File: src/rtl/qpsk_pkg.sv
// Shared definitions for the QPSK frame scheduler, frame packer and demod checker.
package qpsk_pkg;

    localparam int FRAME_W   = 40;
    localparam int PAYLOAD_W = 24;
    localparam int HDR_W     = 8;

    localparam logic [1:0] SRC_IDLE = 2'b00;
    localparam logic [1:0] SRC_A    = 2'b01;
    localparam logic [1:0] SRC_B    = 2'b10;

    localparam logic [HDR_W-1:0] DEFAULT_HEADER = 8'hcc;

    typedef enum logic {
        ST_IDLE = 1'b0,
        ST_HOLD = 1'b1
    } sched_state_t;

endpackage

File: src/rtl/qpsk_frame_pack.sv
// Combinational frame builder: header, three payload bytes and an 8-bit modular checksum.
module qpsk_frame_pack
    import qpsk_pkg::*;
(
    input  logic [HDR_W-1:0]     header,
    input  logic [PAYLOAD_W-1:0] payload,
    output logic [FRAME_W-1:0]   frame
);

    logic [7:0] csum;

    // Checksum is the byte sum of the payload with the carry dropped
    always_comb begin
        csum  = payload[23:16] + payload[15:8] + payload[7:0];
        frame = {header, payload, csum};
    end

endmodule

File: src/rtl/qpsk_frame_sched.sv
// Round-robin frame scheduler: picks a payload source, frames it and holds it for one frame period.
module qpsk_frame_sched
    import qpsk_pkg::*;
#(
    parameter logic [HDR_W-1:0]     HEADER       = DEFAULT_HEADER,
    parameter logic [15:0]          FRAME_CYCLES = 16'd20000,
    parameter logic                 IDLE_EN      = 1'b0,
    parameter logic [PAYLOAD_W-1:0] IDLE_PAYLOAD = 24'h000000
)
(
    input  logic                 clk,
    input  logic                 rst,
    input  logic                 req_a,
    input  logic [PAYLOAD_W-1:0] dat_a,
    output logic                 ack_a,
    input  logic                 req_b,
    input  logic [PAYLOAD_W-1:0] dat_b,
    output logic                 ack_b,
    output logic [FRAME_W-1:0]   para_o,
    output logic                 frame_start,
    output logic                 busy,
    output logic [1:0]           src_o,
    output logic [15:0]          frame_cnt
);

    sched_state_t         state, state_nxt;
    logic [15:0]          hold_cnt, hold_nxt;
    logic [1:0]           rr_last, rr_nxt;
    logic [FRAME_W-1:0]   para_nxt;
    logic [1:0]           src_nxt;
    logic [15:0]          cnt_nxt;
    logic                 ack_a_nxt, ack_b_nxt, start_nxt;
    logic                 grant_a, grant_b;
    logic [PAYLOAD_W-1:0] sel_payload;
    logic [FRAME_W-1:0]   packed_frame;

    // Round-robin grant: on a tie the source that did not win last time goes first
    always_comb begin
        grant_a     = req_a && (!req_b || (rr_last == SRC_B));
        grant_b     = req_b && (!req_a || (rr_last == SRC_A));
        sel_payload = IDLE_PAYLOAD;
        if (grant_a) begin
            sel_payload = dat_a;
        end else if (grant_b) begin
            sel_payload = dat_b;
        end
    end

    qpsk_frame_pack u_pack (
        .header  (HEADER),
        .payload (sel_payload),
        .frame   (packed_frame)
    );

    // Next-state logic: load a new frame whenever the current period has expired or we are idle
    always_comb begin
        state_nxt = state;
        hold_nxt  = hold_cnt;
        rr_nxt    = rr_last;
        para_nxt  = para_o;
        src_nxt   = src_o;
        cnt_nxt   = frame_cnt;
        ack_a_nxt = 1'b0;
        ack_b_nxt = 1'b0;
        start_nxt = 1'b0;
        if ((state == ST_IDLE) || (hold_cnt == 16'd0)) begin
            if (grant_a || grant_b || IDLE_EN) begin
                state_nxt = ST_HOLD;
                hold_nxt  = FRAME_CYCLES - 16'd1;
                para_nxt  = packed_frame;
                start_nxt = 1'b1;
                cnt_nxt   = frame_cnt + 16'd1;
                if (grant_a) begin
                    ack_a_nxt = 1'b1;
                    src_nxt   = SRC_A;
                    rr_nxt    = SRC_A;
                end else if (grant_b) begin
                    ack_b_nxt = 1'b1;
                    src_nxt   = SRC_B;
                    rr_nxt    = SRC_B;
                end else begin
                    src_nxt   = SRC_IDLE;
                end
            end else begin
                state_nxt = ST_IDLE;
            end
        end else begin
            hold_nxt = hold_cnt - 16'd1;
        end
    end

    // State and output registers with synchronous reset
    always_ff @(posedge clk) begin
        if (rst) begin
            state       <= ST_IDLE;
            hold_cnt    <= 16'd0;
            rr_last     <= SRC_B;
            para_o      <= {HEADER, 32'h0};
            src_o       <= SRC_IDLE;
            frame_cnt   <= 16'd0;
            ack_a       <= 1'b0;
            ack_b       <= 1'b0;
            frame_start <= 1'b0;
        end else begin
            state       <= state_nxt;
            hold_cnt    <= hold_nxt;
            rr_last     <= rr_nxt;
            para_o      <= para_nxt;
            src_o       <= src_nxt;
            frame_cnt   <= cnt_nxt;
            ack_a       <= ack_a_nxt;
            ack_b       <= ack_b_nxt;
            frame_start <= start_nxt;
        end
    end

    assign busy = (state == ST_HOLD);

endmodule

File: config.mk
export PLATFORM = sky130hd
export DESIGN_NAME = qpsk_frame_sched
export DESIGN_NICKNAME = d
export VERILOG_FILES = /design/src/rtl/qpsk_pkg.sv /design/src/rtl/qpsk_frame_pack.sv /design/src/rtl/qpsk_frame_sched.sv
export SDC_FILE = /design/constraint.sdc
export NUM_CORES = 1
export LEC_CHECK = 0
export BUFFER_PORTS_ARGS = -buffer_cell sky130_fd_sc_hd__buf_2
export CAP_MARGIN = 20
export CORE_UTILIZATION = 47
export CTS_CLUSTER_DIAMETER = 120
export DETAILED_ROUTE_END_ITERATION = 10
export HOLD_SLACK_MARGIN = 0.05
export PLACE_DENSITY = 0.83
export SYNTH_ARGS = -nofsm -noshare
export SYNTH_HDL_FRONTEND = slang
export SYNTH_SLANG_ARGS = --single-unit
File: constraint.sdc
create_clock -name clk -period 4 [get_ports clk]
set_input_delay 0.8 -clock clk [delete_from_list [all_inputs] [get_ports clk]]
set_output_delay 0.8 -clock clk [all_outputs]
set_load 0.01 [all_outputs]
# After elaboration in Yosys (flattened, before gate mapping)
# Cells that the tools add are included.
[classes]
n_reduce_logical = 15
bitwise_logic = 3
eq_ne = 3
n_mul = 0
mux = 11
addsub = 4
n_div = 0
shifts = 0
magnitude_cmp = 0
[op_table]
columns = ["operator", "n"]
rows = [
  ["$mux W24", 2],
  ["$mux W16", 2],
  ["$add A16 B1 Y16 const B", 1],
  ["$add A8 B8 Y8", 2],
  ["$logic_not A16 Y1", 1],
  ["$sub A16 B1 Y16 const B", 1],
  ["$mux W2", 4],
  ["$logic_or A1 B1 Y1", 4],
  ["$reduce_or A4 Y1", 1],
  ["$mux W1", 3],
  ["$not A1 Y1", 3],
  ["$reduce_and A3 Y1", 1],
  ["$reduce_or A3 Y1", 1],
  ["$eq A2 B1 Y1 const B", 1],
  ["$eq A2 B2 Y1 const B", 1],
  ["$logic_and A1 B1 Y1", 2],
  ["$logic_not A1 Y1", 2],
  ["$ne A2 B1 Y1 const B", 1],
  ["$reduce_and A2 Y1", 1],
  ["$reduce_bool A2 Y1", 1],
  ["$reduce_or A2 Y1", 1],
]
[word_totals]
out_inout_bits = 62
reg_bits = 72
memories = 0
input_bits = 52
mem_bits_ro = 0
ram_bits = 0
latchBits = 0
word_cells = 45

# Longest topological paths before layout
[depth]
word_depth = 7
ltp_mapped = 15
ltp_nobuf = 14

# Modules after synthesis
# Synthesis repeated with hierarchy kept, for this count alone.
[hier_totals]
hier_cells = 504
area_unflattened_um2 = 4185.3
[modules_own_cells]
columns = ["module", "cells_each", "area_each_um2", "instances", "seq_area_each_um2"]
rows = [
  ["qpsk_frame_sched", 426, 3513.4, 1, 1581.5],
  ["qpsk_frame_pack", 78, 671.9, 1, 0.0],
]

# Worst setup path before layout
# No wires, ideal clock.
[synth_path]
path_type = "in2reg"
start = "input req_a"
end = "register para_o[7]"
cell_stages = 14
setup_ns = 0.086
n_path_buf = 1
path_slack_ns = 0.218
arrival_time_ns = 3.696
required_time_ns = 3.914
cell_sequence = "a21boi_1 clkbuf_1 a22oi_1 fa_1 inv_1 ha_1 inv_1 fa_1 nor2b_1 nor3_1 o21bai_1 a21oi_1 xnor3_1 a211oi_1"
[synth_via]
elab_chain_cells = 7
elab_cells_between_ends = 10
cone_classes = "add/sub (2); mux (2); reduce/logical (6)"
[synth_rtl]
columns = ["element", "line", "source"]
rows = [
  ["start: declaration", "qpsk_frame_sched.sv:13", "input logic req_a,"],
  ["$logic_not A1 Y1", "qpsk_frame_sched.sv:40", "grant_b = req_b && (!req_a || (rr_last == SRC_A));"],
  ["$logic_or A1 B1 Y1", "qpsk_frame_sched.sv:40", ""],
  ["$logic_and A1 B1 Y1", "qpsk_frame_sched.sv:40", ""],
  ["$mux W24", "qpsk_frame_sched.sv:44", "end else if (grant_b) begin"],
  ["$mux W24", "qpsk_frame_sched.sv:42", "if (grant_a) begin"],
  ["$add A8 B8 Y8 (2 in series)", "qpsk_frame_pack.sv:14", "csum = payload[23:16] + payload[15:8] + payload[7:0];"],
  ["end signal: assignment", "qpsk_frame_sched.sv:98", "para_o <= {HEADER, 32'h0};"],
  ["end signal: assignment", "qpsk_frame_sched.sv:108", "para_o <= para_nxt;"],
  ["end: declaration", "qpsk_frame_sched.sv:19", "output logic [FRAME_W-1:0] para_o,"],
]
# Parallel ways exist; a longest one is shown, timed or not.
# A chain may end at the register's enable or synchronous reset.

# Worst setup path after layout
[layout_path]
start = "input req_b"
end = "register para_o[7]"
[layout_via]
elab_chain_cells = 6
elab_cells_between_ends = 10
cone_classes = "add/sub (2); mux (2); reduce/logical (6)"
[layout_rtl]
columns = ["element", "line", "source"]
rows = [
  ["start: declaration", "qpsk_frame_sched.sv:16", "input logic req_b,"],
  ["$logic_not A1 Y1", "qpsk_frame_sched.sv:39", "grant_a = req_a && (!req_b || (rr_last == SRC_B));"],
  ["$logic_or A1 B1 Y1", "qpsk_frame_sched.sv:39", ""],
  ["$logic_and A1 B1 Y1", "qpsk_frame_sched.sv:39", ""],
  ["$mux W24", "qpsk_frame_sched.sv:42", ""],
  ["$add A8 B8 Y8 (2 in series)", "qpsk_frame_pack.sv:14", ""],
]
# Parallel ways exist; a longest one is shown, timed or not.

==> impl_metrics.py <==
metrics = {
    "outcome": {
        "outcome": "finished, final reports clean",
    },
    "cts": {
        "cts_setup_buffers": 0,
        "path_clk_slew_ps": 80,
        "numCtsBuffers": 9,
        "clockBufferDepth": 2,
        "tritoncts": "yes",
        "cts_root_buf": "clkbuf_8",
        "ctsResizeCount": 0,
        "clock_sinks": 71,
        "ctsHtreeMaxLevel": 3,
        "worstSkewPairLatency_ps": 330,
        "hold_buffers": 0,
    },
    "timing": {
        "rsz0062_at_grt": "no",
        "tightest_slew_ps": 876,
        "finalSetupTns_ps": 0,
        "fin_skew_ps": 10.5,
        "slew_headroom": 0.416,
        "final_max_slew_viol_count": 0,
        "hold_viol_final": 0,
        "period_share": 0.894,
        "post-route-min-period_ps": 3570,
        "max_freq_ghz": 0.280,
        "hold_slack_ps": 462,
        "setup_ws_ps": 426,
        "setup_viol": 0,
    },
    "critical_path": {
        "timing.rr.end": "para_o[7]$_SDFFE_PP0P_",
        "critPathBufInv": 3,
        "crit_required_ps": 4240,
        "crit_path_end": "para_o[7]$_SDFFE_PP0P_",
        "r2r_setup_slack_ps": 490,
        "cp_num_cells": 13,
        "cp_slowest_cell": "fa_1",
        "crit_start": "req_b",
        "worstPathCellList": "buf_2, a21boi_2, buf_4, a22oi_1, fa_1, inv_1, ha_1, nor2b_1, nor3_1, o21bai_1, a21oi_1, xnor3_1, a211oi_1",
        "critPathKind": "input pin to register",
        "r2r-start": "rr_last[1]$_SDFFE_PP1P_",
        "crit_path_end_kind": "register",
        "crit_arrival_ps": 3810,
        "critPathMaxStageDelay_ps": 560,
        "path_delay_family": "compound AO/OA/AOI/OAI gates",
        "path_max_fanout": 12,
        "ff2ff_path_depth": 13,
        "worst_setup_path_start_kind": "input pin",
    },
    "detailed_routing": {
        "dr.first_iter.drc_count": 151,
        "drt_first_pass_iters": 4,
        "post-route-drc-count": 0,
        "vias": 3311,
        "wirelength_um": 9080,
        "wl_per_cell_um": 14.7,
        "viasPerCell": 5.35,
        "ant_nets": 0,
    },
    "synthesis": {
        "synth_cell_types": 59,
        "ys_seq_area_frac": 0.384,
        "ys_seq_elements": 71,
        "postSynthCellCount": 415,
        "async_flop_share": 0,
        "synth_edf_count": 0,
        "syn-cell-area_mm2": 0.00370,
        "avgSynthCellArea_um2": 8.92,
        "synth_flop_cell": "dfxtp_1",
        "synth_warnings": 0,
    },
    "place": {
        "post-place-ws_ps": 115,
        "dpl-instance-area_mm2": 0.00427,
        "gp_congestion": 0.875,
        "dp_hpwl_um": 6890,
        "portBuffers": 105,
        "place_inst": 604,
    },
    "grt": {
        "grt_pass1_wl_um": 15000,
        "antenna_found_initial": 0,
        "grtUsageTotal": 0.226,
        "grt_overflow_total": 0,
        "grt_pass1_vias": 3121,
        "grt_max_degree": 51,
    },
    "power": {
        "power_frac_clock": 0.286,
        "pwr-share-comb": 0.270,
        "p_total_mw": 1.85,
        "p_leak_nw": 1.95,
        "p_int_mw": 1.25,
        "p_switching_uw": 594,
        "power.density_mw_per_mm2": 415,
        "vdd_drop_max_uv": 214,
        "swShare": 0.322,
        "power_frac_seq": 0.445,
    },
    "run": {
        "max_cap_viol_count": 0,
    },
    "finish": {
        "fillCellCount": 691,
        "final_nets": 581,
        "postLayoutCoreUtil": 0.579,
        "fin_cells": 619,
        "drive_above_1_share": 0.279,
        "finalInstanceArea_mm2": 0.00445,
        "num_antenna_cells": 0,
        "area_delta_synth_final_pct": 20.2,
    },
    "die": {
        "die_y_um": 90.8,
        "num_rows": 32,
        "core_area_mm2": 0.00769,
        "die_x_um": 90.8,
        "dieArea_mm2": 0.00824,
        "ios": 114,
        "start_util": 0.482,
    },
    "hold_path": {
        "worstHoldPathCells": 2,
        "hold_class": "register to register",
    },
}
==> metal layers <==
| layer | track usage | wire length, um |
|---|---|---|
| met2 | 0.353 | 4240 |
| met5 | 0 | 0 |
| met3 | 0.0421 | 589 |
| met4 | 0.104 | 254 |
| met1 | 0.302 | 4000 |
==> flip-flops by register name, indices dropped and copies added (netlist names) <==
register,flops
ack_a,1
ack_b,1
busy,1
frame_cnt,16
frame_start,1
hold_cnt,16
para_o,32
rr_last,1
src_o,2
==> tightest hold or removal path, cell delays in order (launching register included) <==
cell and delay, ps:
dfxtp_1 320, nand2_1 50, a21oi_1 50
==> cell usage in the layout, fill, tap and decap left out, drive strengths merged, types with 3 or more instances in the layout <==
cell type | netlist | final
and3 | 3 | 3
nor4 | 7 | 7
or4 | 4 | 4
a21oi | 22 | 22
ha | 8 | 8
conb | 2 | 8
o21ai | 4 | 4
xor2 | 10 | 10
nand3 | 13 | 13
a221oi | 3 | 3
xnor2 | 12 | 12
clkbuf | 12 | 12
nor3 | 12 | 12
nand2b | 5 | 5
a211oi | 29 | 29
a22o | 3 | 3
nor2 | 64 | 64
nand4 | 3 | 3
nand3b | 6 | 6
a22oi | 21 | 21
dfxtp | 71 | 71
nand2 | 31 | 31
inv | 18 | 18
buf | 18 | 111
fa | 8 | 8
==> power groups by stage <==
stage,logic (mW),clock network (mW),registers (mW)
2_1_floorplan,0.329,0,0.849
3_3_place_gp,0.481,0,0.834
3_5_place_dp,0.493,0,0.835
4_1_cts,0.497,0.539,0.820
5_1_grt,0.555,0.571,0.828
6_report,0.498,0.527,0.820
==> cell type report <==
class | count | area, um2 | area share
clock buffers | 12 | 165 | 0.0371
clock inverters | 3 | 17.5 | 0.00394
inverters | 18 | 67.6 | 0.0152
multi-input cells | 302 | 2070 | 0.465
flip-flops and latches | 71 | 1420 | 0.319
well taps | 102 | 128 | 0.0287
repair buffers | 111 | 583 | 0.131
==> cells by family (layout without fill, tap and decap cells) <==
group                      count (synthesis)  after routing  share of synthesized area
DFF                                       71             71                      0.384
xor gates and xnor gates                  23             23                     0.0581
other                                      2              8                    0.00203
buffers and inverters                     48            144                     0.0649
adders and majority gates                 16             16                     0.0703
AOI/OAI and AO/OA                         97             97                      0.204
and+or+nand+nor                          158            158                      0.217
==> synth_stat cells, types with 3 or more instances <==
cell type / n / area (um2)
a211oi_1: 27 / 203
a21oi_1: 21 / 105
a221oi_1: 3 / 26.3
a22o_1: 3 / 26.3
a22oi_1: 20 / 150
and3_1: 3 / 18.8
buf_2: 3 / 15.0
buf_4: 13 / 97.6
clkbuf_1: 12 / 45.0
dfxtp_1: 71 / 1420
fa_1: 8 / 160
ha_1: 8 / 100
inv_1: 17 / 63.8
nand2_1: 31 / 116
nand2b_1: 5 / 31.3
nand3_1: 13 / 65.1
nand3b_1: 6 / 45.0
nor2_1: 64 / 240
nor3_1: 12 / 60.1
nor4_1: 3 / 18.8
o21ai_0: 3 / 15.0
or4_1: 3 / 22.5
xnor2_1: 12 / 105
xor2_1: 10 / 87.6
==> worst min path at each step <==
| stage | to | slack, ps | startpoint |
|---|---|---|---|
| after CTS | para_o[5]$_SDFFE_PP0P_ | 470 | para_o[5]$_SDFFE_PP0P_ |
| after global placement | para_o[5]$_SDFFE_PP0P_ | 440 | para_o[5]$_SDFFE_PP0P_ |
| after global routing | para_o[5]$_SDFFE_PP0P_ | 490 | para_o[5]$_SDFFE_PP0P_ |
| after floorplan | hold_cnt[14]$_SDFFE_PP0P_ | 450 | hold_cnt[14]$_SDFFE_PP0P_ |
| after detailed placement | para_o[5]$_SDFFE_PP0P_ | 450 | para_o[5]$_SDFFE_PP0P_ |
| final | para_o[5]$_SDFFE_PP0P_ | 460 | para_o[5]$_SDFFE_PP0P_ |
Power figures use the tool's default switching activity.
